`src/rtl/imem_loader_if.sv`:
```
// imem_loader_if: byte-stream input and instruction-memory write bus of the loader.
//   s_data/s_valid/s_ready : byte stream, transfer when s_valid && s_ready at a rising edge
//   imem_we/imem_addr/imem_wdata : one-cycle word write strobe, word address, write data
// Modports: slave = loader side, master = stream source / memory side.
interface imem_loader_if #(
    parameter int unsigned ADDR_W = 8
);
    logic [7:0]        s_data;
    logic              s_valid;
    logic              s_ready;
    logic              imem_we;
    logic [ADDR_W-1:0] imem_addr;
    logic [31:0]       imem_wdata;

    modport master (
        output s_data,
        output s_valid,
        input  s_ready,
        input  imem_we,
        input  imem_addr,
        input  imem_wdata
    );

    modport slave (
        input  s_data,
        input  s_valid,
        output s_ready,
        output imem_we,
        output imem_addr,
        output imem_wdata
    );
endinterface

```
`src/rtl/imem_loader.sv`:
```
// imem_loader: boot-time program loader for MIPS_Core.
// Accepts a little-endian byte stream (header N, N data words, XOR checksum word), writes the
// data words into instruction memory and releases the core from reset only after the
// checksum matches.
// Ports:
//   clk        : system clock, rising edge
//   rst        : asynchronous active-low reset
//   bus        : stream input + instruction-memory write port (imem_loader_if.slave)
//   restart    : reload request, honoured only in RUN or ERROR
//   core_rst   : active-high reset to the core
//   load_done  : program loaded and verified, core running
//   load_err   : load failed, core held in reset
// All outputs are registered.
module imem_loader #(
    parameter int unsigned ADDR_W = 8
) (
    input  logic           clk,
    input  logic           rst,
    imem_loader_if.slave   bus,
    input  logic           restart,
    output logic           core_rst,
    output logic           load_done,
    output logic           load_err
);

    localparam int unsigned MaxWords = 2 ** ADDR_W;
    // One extra bit so a full-capacity program (N == MaxWords) is representable.
    localparam int unsigned IdxW = ADDR_W + 1;

    typedef enum logic [2:0] {
        StIdle,
        StHdr,
        StLoad,
        StCsum,
        StRun,
        StError
    } state_e;

    state_e            state_q, state_d;
    logic [1:0]        byte_cnt_q, byte_cnt_d;
    logic [23:0]       word_q, word_d;
    logic [IdxW-1:0]   idx_q, idx_d;
    logic [IdxW-1:0]   n_q, n_d;
    logic [31:0]       acc_q, acc_d;
    logic              we_q, we_d;
    logic [ADDR_W-1:0] addr_q, addr_d;
    logic [31:0]       wdata_q, wdata_d;
    logic              s_ready_q, s_ready_d;
    logic              core_rst_q, core_rst_d;
    logic              done_q, done_d;
    logic              err_q, err_d;

    logic              fire;
    logic              last_byte;
    logic [31:0]       word;

    always_comb begin
        state_d    = state_q;
        byte_cnt_d = byte_cnt_q;
        word_d     = word_q;
        idx_d      = idx_q;
        n_d        = n_q;
        acc_d      = acc_q;
        we_d       = 1'b0;
        addr_d     = addr_q;
        wdata_d    = wdata_q;

        fire      = bus.s_valid && s_ready_q;
        last_byte = (byte_cnt_q == 2'd3);
        // Complete word as it stands when the 4th byte is on the bus.
        word      = {bus.s_data, word_q};

        // s_ready is only high in HDR/LOAD/CSUM, so fire implies one of those states.
        if (fire) begin
            byte_cnt_d = byte_cnt_q + 2'd1;
            unique case (byte_cnt_q)
                2'd0:    word_d[7:0]   = bus.s_data;
                2'd1:    word_d[15:8]  = bus.s_data;
                2'd2:    word_d[23:16] = bus.s_data;
                default: ;
            endcase
        end

        unique case (state_q)
            StIdle: begin
                byte_cnt_d = 2'd0;
                word_d     = '0;
                idx_d      = '0;
                n_d        = '0;
                acc_d      = '0;
                state_d    = StHdr;
            end
            StHdr: begin
                if (fire && last_byte) begin
                    if (word > 32'(MaxWords)) begin
                        state_d = StError;
                    end else if (word == 32'd0) begin
                        state_d = StCsum;
                    end else begin
                        n_d     = word[IdxW-1:0];
                        state_d = StLoad;
                    end
                end
            end
            StLoad: begin
                if (fire && last_byte) begin
                    we_d    = 1'b1;
                    addr_d  = idx_q[ADDR_W-1:0];
                    wdata_d = word;
                    acc_d   = acc_q ^ word;
                    idx_d   = idx_q + IdxW'(1);
                    if (idx_q + IdxW'(1) == n_q) begin
                        state_d = StCsum;
                    end
                end
            end
            StCsum: begin
                if (fire && last_byte) begin
                    state_d = (word == acc_q) ? StRun : StError;
                end
            end
            StRun, StError: begin
                if (restart) begin
                    state_d = StIdle;
                end
            end
            default: state_d = StIdle;
        endcase

        // Status outputs are registered copies of the next state so they change on the
        // deciding edge itself.
        s_ready_d  = (state_d == StHdr) || (state_d == StLoad) || (state_d == StCsum);
        core_rst_d = (state_d != StRun);
        done_d     = (state_d == StRun);
        err_d      = (state_d == StError);
    end

    always_ff @(posedge clk or negedge rst) begin
        if (!rst) begin
            state_q    <= StIdle;
            byte_cnt_q <= 2'd0;
            word_q     <= '0;
            idx_q      <= '0;
            n_q        <= '0;
            acc_q      <= '0;
            we_q       <= 1'b0;
            addr_q     <= '0;
            wdata_q    <= '0;
            s_ready_q  <= 1'b0;
            core_rst_q <= 1'b1;
            done_q     <= 1'b0;
            err_q      <= 1'b0;
        end else begin
            state_q    <= state_d;
            byte_cnt_q <= byte_cnt_d;
            word_q     <= word_d;
            idx_q      <= idx_d;
            n_q        <= n_d;
            acc_q      <= acc_d;
            we_q       <= we_d;
            addr_q     <= addr_d;
            wdata_q    <= wdata_d;
            s_ready_q  <= s_ready_d;
            core_rst_q <= core_rst_d;
            done_q     <= done_d;
            err_q      <= err_d;
        end
    end

    assign bus.s_ready    = s_ready_q;
    assign bus.imem_we    = we_q;
    assign bus.imem_addr  = addr_q;
    assign bus.imem_wdata = wdata_q;
    assign core_rst       = core_rst_q;
    assign load_done      = done_q;
    assign load_err       = err_q;

endmodule

```
`src/flat_wrapper.sv`:
```
// flat-port wrapper written by rule: the top's interface ports become plain ports
module imem_loader_flat 
#(
    parameter int unsigned ADDR_W = 8
)
  (clk, rst, restart, core_rst, load_done, load_err, bus_s_data, bus_s_valid, bus_s_ready, bus_imem_we, bus_imem_addr, bus_imem_wdata);
  imem_loader_if #(.ADDR_W(ADDR_W)) bus_i ();
  input  logic clk;
  input  logic rst;
  input  logic restart;
  output logic core_rst;
  output logic load_done;
  output logic load_err;
  input wire logic [$bits(bus_i.s_data)-1:0] bus_s_data;
  input wire logic [$bits(bus_i.s_valid)-1:0] bus_s_valid;
  output wire logic [$bits(bus_i.s_ready)-1:0] bus_s_ready;
  output wire logic [$bits(bus_i.imem_we)-1:0] bus_imem_we;
  output wire logic [$bits(bus_i.imem_addr)-1:0] bus_imem_addr;
  output wire logic [$bits(bus_i.imem_wdata)-1:0] bus_imem_wdata;
  assign bus_i.s_data = bus_s_data;
  assign bus_i.s_valid = bus_s_valid;
  assign bus_s_ready = bus_i.s_ready;
  assign bus_imem_we = bus_i.imem_we;
  assign bus_imem_addr = bus_i.imem_addr;
  assign bus_imem_wdata = bus_i.imem_wdata;
  imem_loader #(.ADDR_W(ADDR_W)) u_core (.clk(clk), .rst(rst), .bus(bus_i), .restart(restart), .core_rst(core_rst), .load_done(load_done), .load_err(load_err));
endmodule
```
`config.mk`:
```
export PLATFORM = sky130hd
export DESIGN_NAME = imem_loader_flat
export DESIGN_NICKNAME = d
export VERILOG_FILES = /design/src/rtl/imem_loader_if.sv /design/src/rtl/imem_loader.sv /design/src/flat_wrapper.sv
export SDC_FILE = /design/constraint.sdc
export NUM_CORES = 1
export LEC_CHECK = 0
export ABC_AREA = 0
export ABC_CLOCK_PERIOD_IN_PS = 4000
export CORE_UTILIZATION = 58
export DETAILED_ROUTE_END_ITERATION = 6
export GPL_TIMING_DRIVEN = 0
export PLACE_DENSITY_LB_ADDON = 0.12
export SETUP_SLACK_MARGIN = 0.1
export SLEW_MARGIN = 20
export SYNTH_ARGS = -nofsm -noshare
export SYNTH_HDL_FRONTEND = slang
export SYNTH_SLANG_ARGS = --single-unit
export TNS_END_PERCENT = 10
```
`constraint.sdc`:
```
create_clock -name clk -period 4 [get_ports clk]
set_clock_uncertainty 0.05 [all_clocks]
set_input_delay 0.4 -clock clk [delete_from_list [all_inputs] [get_ports clk]]
set_output_delay 0.4 -clock clk [all_outputs]
set_load 0.02 [all_outputs]
```
==> results of run 1 <==
power by group:
| group | internal, W | switching [W] | total [W] |
|---|---|---|---|
| Clock | 0.000968 | 0.000537 | 0.00150 |
| Sequential | 0.00142 | 0.000243 | 0.00166 |
| Combinational | 0.000376 | 0.000596 | 0.000972 |
synthesized netlist by cell type (2+ instances only):
master / instances
dfrtp_1: 123
o21ai_1: 8
mux2i_1: 2
nor4_1: 5
nor4_2: 2
a21oi_1: 28
buf_1: 7
and3_1: 2
and2_1: 3
nand3_1: 32
xnor2_1: 40
inv_1: 6
o21ai_0: 75
nor3_1: 9
nand4_1: 9
nor4_4: 3
o31ai_1: 4
xor2_1: 7
buf_6: 3
buf_2: 5
nand2_1: 179
clkbuf_1: 25
nor2_1: 39
o21ai_2: 2
ha_1: 5
state kept, by name (all words and copies together), names as in the netlist:
register	flops
u_core.idx_q	9
u_core.bus.imem_wdata	32
u_core.byte_cnt_q	2
u_core.n_q	9
u_core.core_rst	1
u_core.bus.s_ready	1
u_core.load_done	1
u_core.bus.imem_we	1
u_core.word_q	24
u_core.state_q	3
u_core.load_err	1
u_core.bus.imem_addr	8
u_core.acc_q	32
routing by layer:
layer  global-route usage [%]  vias to the layer above  share of wire, %
met1                     39.2                     2402                42
met4                     14.5                        0               3.0
met5                        0                        -                 0
met2                     49.0                      170                50
met3                     7.32                       43               5.7
li1                         -                     2314                 -
worst min path at each step:
stage                                              startpoint                                  end  slack [ns]  cells past startpoint
after detailed placement                                  rst         u_core.bus.imem_we$_DFF_PN0_        0.32                      1
after floorplan                                           rst          u_core.acc_q[0]$_DFFE_PN0P_        0.05                      0
after CTS                                       bus_s_data[7]         u_core.word_q[7]$_DFFE_PN0P_        0.09                      3
after global placement    u_core.bus.imem_addr[4]$_DFFE_PN0P_  u_core.bus.imem_addr[4]$_DFFE_PN0P_        0.41                      2
final                                           bus_s_data[7]         u_core.word_q[7]$_DFFE_PN0P_        0.10                      3
after global routing                            bus_s_data[7]         u_core.word_q[7]$_DFFE_PN0P_        0.09                      3
metrics by stage:
step / total power, W / area [sq um] / hold slack (ns) / instances / worst slack (ns)
3_3_place_gp: 0.00258 / 6510 / 0.407 / 829 / -2.24
3_5_place_dp: 0.00263 / 6540 / 0.321 / 830 / 1.27
2_1_floorplan: 0.00232 / 5870 / 0.0544 / 648 / 1.89
6_report: 0.00414 / 7120 / 0.102 / 861 / 1.59
4_1_cts: 0.00413 / 7120 / 0.0909 / 861 / 1.63
5_1_grt: 0.00434 / 7120 / 0.0870 / 861 / 1.36
worst max-delay path, delay by kind of cell, from the launching register on:
family	cells	cell delay [ns]
AO/OA/AOI/OAI	2	0.29
buffers and inverters	3	0.93
adder cells (fa/ha/maj)	1	0.29
AND/OR/NAND/NOR	2	0.32
flip-flops	1	0.42
kinds of logic (layout without fill, tap and decap cells):
| kind of cell | Yosys count | in the layout | share of synthesized area [%] |
|---|---|---|---|
| DFF | 124 | 124 | 52.9 |
| AOI/OAI and AO/OA | 127 | 127 | 12.2 |
| muxes | 3 | 3 | 0.533 |
| and+or+nand+nor | 294 | 294 | 22.6 |
| adders and majority gates | 5 | 5 | 1.07 |
| buffers and inverters | 48 | 128 | 3.65 |
| xor gates and xnor gates | 47 | 47 | 7.02 |
what timing repair did:
| action | in CTS | in global routing |
|---|---|---|
| gates resized for setup | 0 | 0 |
| endpoints found under the hold margin | 50 | 0 |
| hold buffers | 1 | 0 |
cell type report:
type | count | area (sq um) | share of cell area [%]
flip-flops and latches | 124 | 3100 | 43.6
multi-input cells | 476 | 2550 | 35.8
repair buffers | 50 | 519 | 7.29
clock buffers | 21 | 449 | 6.31
plain buffers | 42 | 191 | 2.69
well taps | 133 | 166 | 2.34
clock inverters | 9 | 120 | 1.69
inverters | 6 | 22.5 | 0.316
==> results.md, run 1 <==
* Status: complete, no violations
* Routed WL at roughly 15000 microns
* Crit path launch: u_core.byte_cnt_q[0]$_DFFE_PN0P_
* Total gr overflow at 0
* Gr usage total at 30.5%
* Antenna Nets Post-Route at 0
* CTS Buffer Depth at 2
* Flops & latches, synth at approximately 120
* Die Y at 103 microns
* Count of final setup violators at 0
* CP dominant cell by count: clkbuf_1
* Slowest stage delay, CP at 0.46 ns
* Reg-to-reg endpoint: u_core.idx_q[3]$_DFFE_PN0P_
* Worst-Margin Slew at a little over 0.9 ns
* Starting Density at around 60%
* Minimum clock period at 2.41 ns
* Worst Reg-to-Reg Cells at 8
* CP endpoint: u_core.idx_q[3]$_DFFE_PN0P_
* Ranking of synthesized cells by area: dfrtp_1, nand2_1, o21ai_0
* Clock tree from TritonCTS: done
* CTS buffer count at 17
* Avg Inst Size Synth at 9.05 sq um
* Via count at about 5000
* Worst skew pair latency at ~0.52 ns
* Commonest non-fill, non-tap cell in the layout: nand2_1
* Ys Warns at 0
* Number of max-cap violations at 0
* Ant. Diodes at 0
* Iter 0 DRT Violations at 336
* Class of the worst hold path: primary input to register
* Commonest non-fill, non-tap cells in the layout: nand2_1, dfrtp_1, o21ai_0, clkdlybuf4s50_1, xnor2_1
* Placer Congestion at 0.931
* Fin nets at 734
* Yosys top cell area share at 52.5%
* Number of synthesized flops with an enable pin at 0
* Distinct cells, synth at 50
* Cells after Synth at 648
* Fmax at 0.415 GHz
* Share of cells above drive strength 1 at a little over 8%
* CTS Sinks at between 100 and 150
* Worst-path clk slew at 0.06 ns
* Total setup buffers inserted after CTS at 0
* Post-synthesis sequential area ratio at 52.9%
* Vias in the first global route at 4736
* Core Footprint at 0.00977 sq mm
* Slew headroom at 37.7%
* P&R area growth vs syn at 21.4%
* Post-synth top flop: dfrtp_1
* Syn_nets at 665
* Pwr dens at 581 mW/mm^2
* Leakage at 3.29 nW
* Worst vdd ir at 369 uV
* Final core area utilization at 72.8%
* Worst setup SP type: register
* Filler instances at 757
* Crit path kind: register to register
* Synth area leader: dfrtp_1
* H-tree depth at 4
* Critical-path maximum fanout at 10
* Initial antenna violation count at 0
* Worst r2r src: u_core.byte_cnt_q[0]$_DFFE_PN0P_
* CP arrival at between 2 and 3 ns
* First-pass GRT wire length at 23600 microns
* Worst setup EP type: register
* Boundary Pins at 57
* Post-synth ARST share at 100%
* Die Area at 0.0105 sq mm
* RSZ-0062 raised after global routing: false
* Worst path cell trace: ha_1 -> nand4_1 -> inv_1 -> nor2_1 -> clkbuf_1 -> clkbuf_1 -> o21ai_0 -> o31ai_1
* Final Cycle Share at 60.2%
* CP required at 4.37 ns
* # DRC at 0
* Vias per Instance at between 5 and 6
* Largest net degree at the start of global routing at 75
* Setup tns final at 0 ns
* CTS root buf: clkbuf_8
* Hold Violations, Final at 0
* Post-detail-place hpwl at 10100 microns
* Count of input and output buffers at 48
* CP max stage cell: clkbuf_1
* Avg WL per Cell at around 17 microns
* DIE WIDTH at 103 microns
* R2R setup slack at 1.59 ns
* Site Rows at 36
* Max Slew Vio Count at 0
* DRT Pass-1 Iters at 7
* Netlist Area Pre-Place at 0.00587 sq mm
Power figures use the tool's default switching activity.
==> run 2, diff against run 1 <==
--- a/config.mk
+++ b/config.mk
@@ -6,8 +6,8 @@
 export NUM_CORES = 1
 export LEC_CHECK = 0
 export ABC_AREA = 0
-export ABC_CLOCK_PERIOD_IN_PS = 4000
-export CORE_UTILIZATION = 58
+export ABC_CLOCK_PERIOD_IN_PS = 2500
+export CORE_UTILIZATION = 57
 export DETAILED_ROUTE_END_ITERATION = 6
 export GPL_TIMING_DRIVEN = 0
 export PLACE_DENSITY_LB_ADDON = 0.12
==> constraint.sdc (replaced) <==
create_clock -name clk -period 2.5 [get_ports clk]
set_clock_uncertainty 0.05 [all_clocks]
set_input_delay 0.25 -clock clk [delete_from_list [all_inputs] [get_ports clk]]
set_output_delay 0.25 -clock clk [all_outputs]
set_load 0.02 [all_outputs]
==> run 2 against run 1 <==
  * Clock power rose by 39%
  * Sequential share of layout area up 0.33 points
  * Global-route usage is 0.66 points lower
  * Sequential power is 60% higher
  * Cell area fell by 0.70%
  * Routed wire length shrank 0.50%
==> results.md, run 2 (same netlist as run 1, synthesis figures left out) <==
* Site Rows at 36
* Placer Congestion at slightly below 0.9
* Core Footprint at 0.00986 sq mm
* CP required at between 2 and 3 ns
* Boundary Pins at 57
* Via count at 4958
* First-pass GRT wire length at ~24000 microns
* Count of final setup violators at 0
* Number of max-cap violations at 0
* Fmax at 0.435 GHz
* Post-route non-filler standard cell count at 864
* Total Power at ~0.0063 W
* CTS Sinks at 124
* Die Area at between 0.01 and 0.015 sq mm
* Routed WL at around 14000 microns
* Slew headroom at approximately 37%
* Worst skew pair latency at 0.52 ns
* CTS buffer count at 17
* Initial antenna violation count at 0
* Worst setup SP type: register
* Leakage at 3.26 nW
* Commonest non-fill, non-tap cells in the layout: nand2_1, dfrtp_1, o21ai_0, clkdlybuf4s50_1, xnor2_1
* RSZ-0062 raised after global routing: false
* Hold Startpoint: bus_s_data[6]
* Fin nets at 735
* Vias per Instance at 5.74
* Post-detail-place hpwl at slightly above 10000 microns
* Worst setup EP type: register
* Register area at 0.00311 sq mm
* Status: complete, no violations
* Worst-path clk slew at around 0.06 ns
* Clock tree from TritonCTS: done
* P&R area growth vs syn at 20.5%
* Largest net degree at the start of global routing at 70
* Ant. Diodes at 0
* Avg WL per Cell at around 17 microns
* Die Y at between 100 and 150 microns
* Minimum clock period at 2.30 ns
* CTS Buffer Depth at 2
* Hold Violations, Final at 0
* Starting Density at about three fifths
* Share of cells above drive strength 1 at 8.34%
* Final Instance Area at 0.00707 sq mm
* Crit path launch: u_core.idx_q[1]$_DFFE_PN0P_
* Setup WS post-layout at 0.200 ns
* Crit path kind: register to register
* Final core area utilization at a little under three quarters
* Total gr overflow at 0
* Worst r2r src: u_core.idx_q[1]$_DFFE_PN0P_
* Critical-path maximum fanout at 10
* H-tree depth at 4
* Gr usage total at 29.9%
* Combined area of the multi-input logic cells at 0.00256 sq mm
* Count of input and output buffers at 48
* Worst-Margin Slew at 0.937 ns
* Iter 0 DRT Violations at 333
* Class of the worst hold path: primary input to register
* # DRC at 0
* DIE WIDTH at 103 microns
* Vias in the first global route at 4665
* Total setup buffers inserted after CTS at 0
* Worst vdd ir at 517 uV
* Filler instances at 737
* Pwr dens at 892 mW/mm^2
* DRT Pass-1 Iters at 5
* Max Slew Vio Count at 0
* Commonest non-fill, non-tap cell in the layout: nand2_1
* CP arrival at 2.66 ns
* Final Cycle Share at 92.0%
* Antenna Nets Post-Route at 0
* Placement Cell Area at 0.00654 sq mm
* CTS root buf: clkbuf_8
* Number of cells after detailed placement at 830
* Dpl ws at -0.111 ns
[run 2: cell count changes in the layout (fill, tap and decap cells not counted), moves of 2 or more]
cell | previous run | this run
clkinv_2 | 6 | 4
clkbuf_2 | 1 | 4
clkbuf_1 | 27 | 31
bufinv_16 | 3 | 0
[run 2: path summary, 6_finish.rpt]
path	endpoint	slack, ns	cells past startpoint
hold reg to reg	u_core.bus.imem_wdata[6]$_DFFE_PN0P_	0.42	2
hold / removal	u_core.bus.imem_wdata[30]$_DFFE_PN0P_	0.01	3
min in group asynchronous	u_core.bus.imem_addr[3]$_DFFE_PN0P_	0.21	2
setup reg to reg	u_core.load_done$_DFF_PN0_	0.20	8
setup / recovery	u_core.load_done$_DFF_PN0_	0.20	8
max in group asynchronous	u_core.word_q[1]$_DFFE_PN0P_	1.46	3
[run 2: through the flow]
step	hold WS, ns	setup TNS [ns]
3_5_place_dp	0.202	-1.38
5_1_grt	0.0195	0
3_3_place_gp	0.410	-439.76
2_1_floorplan	-0.0956	0
4_1_cts	0.00653	0
6_report	0.0133	0
[run 2: timing repair]
action                                  CTS  global route
endpoints found under the setup margin    0            54
hold endpoints to repair                 59             0
hold buffers                              2             0
resized for setup                         0             9
[run 2: power breakdown]
part           switching [W]  total, W  leakage, nW  internal [W]
clock               0.000824   0.00209        0.245       0.00126
combinational       0.000959   0.00157         1.33      0.000607
sequential          0.000384   0.00265         1.69       0.00227
total                0.00217   0.00631         3.26       0.00414
[run 2: final cells by class]
| class | instances | area share, % |
|---|---|---|
| Inverter | 6 | 0.319 |
| Sequential cell | 124 | 43.9 |
| Multi-Input combinational cell | 476 | 36.2 |
| Clock buffer | 28 | 6.72 |
| Timing Repair Buffer | 51 | 7.49 |
| Clock inverter | 4 | 0.283 |
| Buffer | 42 | 2.76 |
| Tap cell | 133 | 2.35 |
[run 2: critical path, stage by stage, from the launching register on]
cell and delay, ns:
dfrtp_2 0.44, ha_1 0.18, buf_2 0.18, nand3_1 0.10
xor2_1 0.24, xor2_1 0.18, nand2_1 0.07, or4_4 0.55
and3_1 0.18
[run 2: per-layer routing]
metal,vias up,part of all wire [%],GRT usage (%)
met5,-,0,0
met4,0,2.8,12.8
met3,34,5.9,7.12
met2,186,50,48.0
met1,2425,41,38.9
li1,2313,-,-
